<file path="config.mk">
export PLATFORM = sky130hd
export DESIGN_NAME = instruction_decode_stage
export DESIGN_NICKNAME = d
export VERILOG_FILES = /design/src/rtl/instruction_decode_stage_pkg.sv /design/src/rtl/instruction_decode_stage_fifo.sv /design/src/rtl/instruction_decode_stage.sv
export SDC_FILE = /design/constraint.sdc
export NUM_CORES = 1
export LEC_CHECK = 0
export CAP_MARGIN = 20
export CORE_MARGIN = 3
export CORE_UTILIZATION = 45
export CTS_CLUSTER_DIAMETER = 80
export DETAILED_ROUTE_END_ITERATION = 10
export GPL_TIMING_DRIVEN = 0
export PLACE_DENSITY = 0.75
export REMOVE_ABC_BUFFERS = 1
export SLEW_MARGIN = 40
export SYNTH_ARGS = -nofsm -noshare
export SYNTH_HDL_FRONTEND = slang
export SYNTH_SLANG_ARGS = --single-unit
export TNS_END_PERCENT = 30
</file>
<file path="constraint.sdc">
create_clock -name clk -period 3.1 [get_ports clk]
set_input_delay 0.62 -clock clk [delete_from_list [all_inputs] [get_ports clk]]
set_output_delay 0.62 -clock clk [all_outputs]
set_load 0.1 [all_outputs]
</file>
<file path="src/rtl/instruction_decode_stage_pkg.sv">
// Shared decode definitions: opcode constants, instruction field positions
// and the decode-stage FSM state encoding.
package instruction_decode_stage_pkg;

  localparam logic [3:0] OP_NOP  = 4'h0;
  localparam logic [3:0] OP_JMP  = 4'hE;
  localparam logic [3:0] OP_HALT = 4'hF;

  localparam int OPC_MSB   = 31;
  localparam int OPC_LSB   = 28;
  localparam int RD_MSB    = 27;
  localparam int RD_LSB    = 24;
  localparam int RS1_MSB   = 23;
  localparam int RS1_LSB   = 20;
  localparam int RS2_MSB   = 19;
  localparam int RS2_LSB   = 16;
  localparam int IMM_MSB   = 15;
  localparam int IMM_LSB   = 0;
  localparam int JADDR_MSB = 7;

  typedef enum logic [1:0] {
    ST_RUN,
    ST_FLUSH,
    ST_HALTED
  } dec_state_e;

endpackage

</file>
<file path="src/rtl/instruction_decode_stage_fifo.sv">
// decode_fifo: DEPTH-entry FIFO of raw instruction words. The head is read
// combinationally so a push is visible on the cycle after it is written.
module decode_fifo #(
  parameter int DEPTH = 2,
  parameter int WIDTH = 32
) (
  input  logic             clk,
  input  logic             rst,
  input  logic             push,
  input  logic             pop,
  input  logic [WIDTH-1:0] din,
  output logic [WIDTH-1:0] dout,
  output logic             full,
  output logic             empty
);
  localparam int AW = $clog2(DEPTH);

  logic [DEPTH-1:0][WIDTH-1:0] mem;
  logic [AW-1:0]               wr_ptr;
  logic [AW-1:0]               rd_ptr;
  logic [AW:0]                 count;
  logic                        do_push;
  logic                        do_pop;

  assign full    = (count == (AW+1)'(DEPTH));
  assign empty   = (count == '0);
  assign do_pop  = pop && !empty;
  // A pop in the same cycle frees the slot, so a full queue still accepts.
  assign do_push = push && (!full || do_pop);
  assign dout    = mem[rd_ptr];

  always_ff @(posedge clk or posedge rst) begin
    if (rst) begin
      wr_ptr <= '0;
      rd_ptr <= '0;
      count  <= '0;
    end else begin
      if (do_push) wr_ptr <= wr_ptr + 1'b1;
      if (do_pop)  rd_ptr <= rd_ptr + 1'b1;
      case ({do_push, do_pop})
        2'b10:   count <= count + 1'b1;
        2'b01:   count <= count - 1'b1;
        default: count <= count;
      endcase
    end
  end

  always_ff @(posedge clk) begin
    if (do_push) mem[wr_ptr] <= din;
  end

endmodule

</file>
<file path="src/rtl/instruction_decode_stage.sv">
// Decode stage: edge-detects fetch handshakes, filters NOP/JMP/HALT through a
// RUN/FLUSH/HALTED FSM and queues decoded instructions for execute.
module instruction_decode_stage
  import instruction_decode_stage_pkg::*;
#(
  parameter int DEPTH = 2
) (
  input  logic        clk,
  input  logic        rst,
  input  logic        readyFlag,
  input  logic [31:0] instructionInput,
  input  logic        decReady,
  output logic        decValid,
  output logic [3:0]  decOpcode,
  output logic [3:0]  decRd,
  output logic [3:0]  decRs1,
  output logic [3:0]  decRs2,
  output logic [15:0] decImm,
  output logic        parallelFlag,
  output logic [7:0]  parallelAddress,
  output logic        overflow,
  output logic        halted
);

  dec_state_e  state;
  dec_state_e  state_nxt;
  logic        ready_q;
  logic        capture;
  logic        push;
  logic        pop;
  logic        jump_req;
  logic        full;
  logic        empty;
  logic [31:0] head;
  logic [3:0]  opcode_in;

  assign capture   = readyFlag && !ready_q;
  assign opcode_in = instructionInput[OPC_MSB:OPC_LSB];
  assign pop       = decValid && decReady;
  assign decValid  = !empty;
  assign halted    = (state == ST_HALTED);

  always_comb begin
    state_nxt = state;
    push      = 1'b0;
    jump_req  = 1'b0;
    case (state)
      ST_RUN: begin
        if (capture) begin
          case (opcode_in)
            OP_NOP: ;
            OP_JMP: begin
              jump_req  = 1'b1;
              state_nxt = ST_FLUSH;
            end
            OP_HALT: begin
              push      = 1'b1;
              state_nxt = ST_HALTED;
            end
            default: push = 1'b1;
          endcase
        end
      end
      // The capture already in flight before the PC reload is swallowed.
      ST_FLUSH:  if (capture) state_nxt = ST_RUN;
      ST_HALTED: ;
      default:   state_nxt = ST_RUN;
    endcase
  end

  always_ff @(posedge clk or posedge rst) begin
    if (rst) begin
      state           <= ST_RUN;
      ready_q         <= 1'b0;
      parallelFlag    <= 1'b0;
      parallelAddress <= '0;
      overflow        <= 1'b0;
    end else begin
      state        <= state_nxt;
      ready_q      <= readyFlag;
      parallelFlag <= jump_req;
      if (jump_req) parallelAddress <= instructionInput[JADDR_MSB:0];
      if (push && full && !pop) overflow <= 1'b1;
    end
  end

  decode_fifo #(
    .DEPTH (DEPTH),
    .WIDTH (32)
  ) u_fifo (
    .clk   (clk),
    .rst   (rst),
    .push  (push),
    .pop   (pop),
    .din   (instructionInput),
    .dout  (head),
    .full  (full),
    .empty (empty)
  );

  assign decOpcode = head[OPC_MSB:OPC_LSB];
  assign decRd     = head[RD_MSB:RD_LSB];
  assign decRs1    = head[RS1_MSB:RS1_LSB];
  assign decRs2    = head[RS2_MSB:RS2_LSB];
  assign decImm    = head[IMM_MSB:IMM_LSB];

endmodule

</file>
After elaboration in Yosys (flattened, before gate mapping):

Cells that the tools add are included.

* input bits: 36
* word-level logic and storage cells: 62
* bits in latches: 0
* bits in writable memories: 0
* memory bits (read-only): 0
* memories: 0
* output and inout port bits: 44
* register bits: 81

* $add $sub $neg: 4
* bitwise logic cells: 1
* shift operators: 0
* equality and inequality tests: 10
* reductions and logical operators: 18
* multiplexer cells: 16
* multipliers: 0
* divide/modulo/power cells: 0
* $lt $le $gt $ge: 3

Operator list (count)
* $mux 32: 3
* $bwmux 64: 1
* $demux 32 s1: 1
* $eq 4x4->1 const B: 2
* $pmux 2 s2: 2
* $logic_and 1x1->1: 7
* $eq 2x2->1 const B: 3
* $mux 1: 6
* $pmux 2 s3: 1
* $eq 2x1->1 const B: 2
* $logic_not 1->1: 4
* $logic_not 2->1: 2
* $logic_not 4->1: 1
* $lt 1x2->1 const B: 2
* $mux 2: 2
* $ne 2x2->1 const B: 2
* $reduce_and 4->1: 1
* $ne 3x2->1 const B: 1
* $add 1x1->1 const B: 2
* $add 2x1->2 const B: 1
* $reduce_bool 2->1: 1
* $reduce_or 2->1: 1
* $sub 2x1->2 const B: 1
* $ge 1x1->1 const B: 1
* other kinds (2): 2

Depth between registers and ports, before layout:

* word-level depth: 8
* depth in mapped cells: 6
* depth with buffers taken out: 6

By module:

A second synthesis with hierarchy kept.

* cell total of the unflattened synthesis: 162
* area, all modules: 3273.1 um^2

Modules (own cells, without submodules)
* decode_fifo: instances 1, cells an instance 120, seq. area each 2021.9 um^2, area an instance 2683.8 um^2
* instruction_decode_stage: instances 1, cells an instance 42, seq. area each 325.3 um^2, area an instance 589.3 um^2

Worst setup path after synthesis:

OpenSTA, ideal clock, no wires.

* path kind: input-to-reg
* from: input port readyFlag
* to: register u_fifo.mem[0] (netlist bit) (enable)
* cell stages on the path: 3
* slack: 0.141 ns
* arrival: 2.538 ns
* data required time: 2.679 ns
* buffers on the path: 0
* cell sequence: nor4b_1 > nand4b_1 > nor2_1

* longest elaborated chain between the ends: 4

Ends and longest elaborated chain
* start, declared: line instruction_decode_stage.sv:10 `input logic readyFlag,`
* $logic_and 1x1->1: line instruction_decode_stage.sv:37 `assign capture = readyFlag && !ready_q;`
* $mux 1: line instruction_decode_stage.sv:49 `if (capture) begin`
* $mux 1: line instruction_decode_stage.sv:47 `case (state)`
* $logic_and 1x1->1: line instruction_decode_stage_fifo.sv:29 `assign do_push = push && (!full || do_pop);`
* end signal, assigned by index: line instruction_decode_stage_fifo.sv:49 `if (do_push) mem[wr_ptr] <= din;`
* end, declared: line instruction_decode_stage_fifo.sv:18 `logic [DEPTH-1:0][WIDTH-1:0] mem;`

No other way between the ends.
A chain may end at the register's enable or synchronous reset.

Worst setup path after layout:

* from: input port readyFlag
* to: register u_fifo.mem[21] (netlist bit) (enable)

The elaborated chain is that of the path after synthesis.

==> impl_results.md <==
* Arrival @ worst endpoint at 2.63 ns
* Die Span Y at between 80 and 90 um
* Yosys cell types at 26
* Number of global-route vias before repair at 1757
* Largest net degree at the start of global routing at 34
* Post-cts sizing count at 0
* Effective utilization at floorplan at 47.1%
* Diodes inserted at 0
* Setup TNS at 0 ns
* Fraction of final layout cells sized beyond drive strength 1 at 43.9%
* Remaining design rule violation count at 0
* Cell depth of the worst hold path at 1
* Number of CTS-inserted buffers at 9
* WL final at 5.35 mm
* GRT overflow at 0
* Half-perimeter wire length after detailed placement at 3.67 mm
* Final Critical Period at about 2.6 ns
* Crit end category: register
* Hold bufs inserted after CTS at 0
* Clk_lat worst skew at 0.34 ns
* Worst Reg-to-Reg Cells at 4
* Total track usage at 14.6%
* NumNets Final at roughly 280
* Root Buffer Master: clkbuf_8
* Count of endpoints failing setup in the final report at 0
* GPL Wtd Cong at 0.696
* Worst Hold Class: reg -> reg
* Std-Cell Core Area at between 6000 and 7000 um2
* Sink Count at between 80 and 90
* Maximum fanout along the worst path at 17
* Critical Path Start Type: primary input
* Portion of synthesized cell area occupied by the leading cell type at 63.5%
* Mapped cell area at 3030 um2
* Reg clk slew, reported paths at 0.07 ns
* Library cell occupying the most area in the post-synthesis netlist: edfxtp_1
* Via count normalized by instance count at a little over 5
* Number of buffers added for setup after CTS at 0
* CTS tree: yes
* Final hold violations at 0
* Required @ worst endpoint at 3.14 ns
* Setup CP Type: in -> reg
* Wire length of the first global-routing pass at between 8 and 9 mm
* Antenna violations before repair at 0
* Total of buffers placed on input and output ports at 79
* Slew Viols, Final at 0
* Htree depth at 3
* Crit share post-route at 83.7%
* Remaining number of nets flagged by the antenna check after routing at 0
* Cell with the biggest individual delay on the critical path: nor2_4
* Initial drt markers at 60
* Layout overhead on the synthesized area at 29.6%
* Pin slew with the least headroom to its limit at 0.783 ns
* Worst path cell trace: clkdlybuf4s50_1 > nor4b_1 > nand4b_1 > nor2_4 > buf_16
* Achievable Freq at 0.385 GHz
* Avg Synthesized Cell Area at 19.8 um2
* Number of placed I/O pins at 80
* Wire length per cell at 16.6 um
* Die X at between 80 and 90 um
* Slack of the worst reg-to-reg path at 0.75 ns
* Normalized max-slew margin at a little under half
* Delay of the slowest cell on the worst path at 0.57 ns
* Setup repair after global routing missed its margin: false
* Syn Inst Count at 153
* Post-synthesis sequential element count at 81
* Warning count from the yosys run at 0
* Top post-synthesis cells by area: edfxtp_1, mux2_2, dfrtp_1
* Most frequent standard cell in the layout excluding fill and tap cells: edfxtp_1
* Run status: completed
* Length of the first detailed-routing pass in iterations at 4
* Maximum number of buffers from clock root to sink at 2
* Standard-cell row count at 29
* Fraction of the yosys area taken by sequential cells at 77.5%
* Area enclosed by the die boundary at 7750 um2
* Clock skew at 0.0102 ns
* Most frequent cells in the layout: edfxtp_1, buf_2, mux2_2
* Total vias in the final route at 1630
* Max cap viols at 0
sequential cells by signal, summed over array words and instances (netlist names):
signal / cells
u_fifo.mem: 64
parallelAddress: 8
state: 2
u_fifo.count: 2
overflow: 1
parallelFlag: 1
ready_q: 1
u_fifo.rd_ptr: 1
u_fifo.wr_ptr: 1
path summary, 6_finish.rpt:
kind,start,endpoint
max in group asynchronous,rst,u_fifo.rd_ptr
worst max-delay path,readyFlag,u_fifo.mem[21]
worst max register to register,state[0],u_fifo.mem[21]
worst min register to register,overflow,overflow
worst min-delay path,overflow,overflow
min in group asynchronous,rst,parallelAddress[2]
layer usage:
metal,track usage (%),vias to the layer above,share of wire [%]
met5,0,-,0
met4,4.53,0,0.11
met3,6.30,2,9.3
met2,23.3,68,48
met1,18.2,793,43
li1,-,767,-
per-stage QoR:
step                      worst slack (ns)  instances  util, %  hold WS [ns]  cell area (um2)
after floorplan                      0.141        149        -         0.448             3010
after global placement               -1.28        305     60.7         0.465             3900
after detailed placement             0.120        307     58.4         0.453             3750
after CTS                            0.459        323     61.1         0.478             3920
after global routing                 0.362        323     61.1         0.500             3920
final                                0.506        323     61.1         0.474             3920
cell type report:
cell class | count | area [um2]
Fill cell | 506 | 2500
Sequential cell | 81 | 2350
Multi-Input combinational cell | 66 | 672
Timing Repair Buffer | 81 | 626
Clock buffer | 11 | 141
Tap cell | 77 | 96.3
Clock inverter | 5 | 32.5
Inverter | 2 | 7.51
logic make-up after synthesis:
kind of cell / synth area share (%)
multiplexers: 14.9
flip-flops: 77.5
adder cells (fa/ha/maj): 0.413
buffers and inverters: 0.785
XOR/XNOR: 1.45
AND/OR/NAND/NOR: 4.13
AO/OA/AOI/OAI: 0.826
critical path, delay by kind of cell:
| family | cells | cell delay (ns) |
|---|---|---|
| buf+inv | 2 | 0.72 |
| simple gates | 3 | 1.27 |
Yosys cell counts:
| master | instances |
|---|---|
| a21oi_1 | 1 |
| a41o_1 | 1 |
| and2_1 | 1 |
| buf_2 | 1 |
| clkbuf_1 | 3 |
| dfrtp_1 | 17 |
| edfxtp_1 | 64 |
| ha_1 | 1 |
| inv_1 | 2 |
| mux2_2 | 40 |
| nand2_1 | 1 |
| nand2b_1 | 1 |
| nand4_1 | 1 |
| nand4b_1 | 1 |
| nand4b_2 | 1 |
| nor2_1 | 4 |
| nor2b_1 | 1 |
| nor3b_1 | 1 |
| nor4_4 | 1 |
| nor4b_1 | 1 |
| o21ba_2 | 1 |
| or2_2 | 1 |
| or3_1 | 1 |
| or4_1 | 1 |
| xnor2_1 | 3 |
| xor2_1 | 2 |
Power is not shown: default switching activity piles up to over one toggle a cycle in this logic, so the estimate is an artifact.
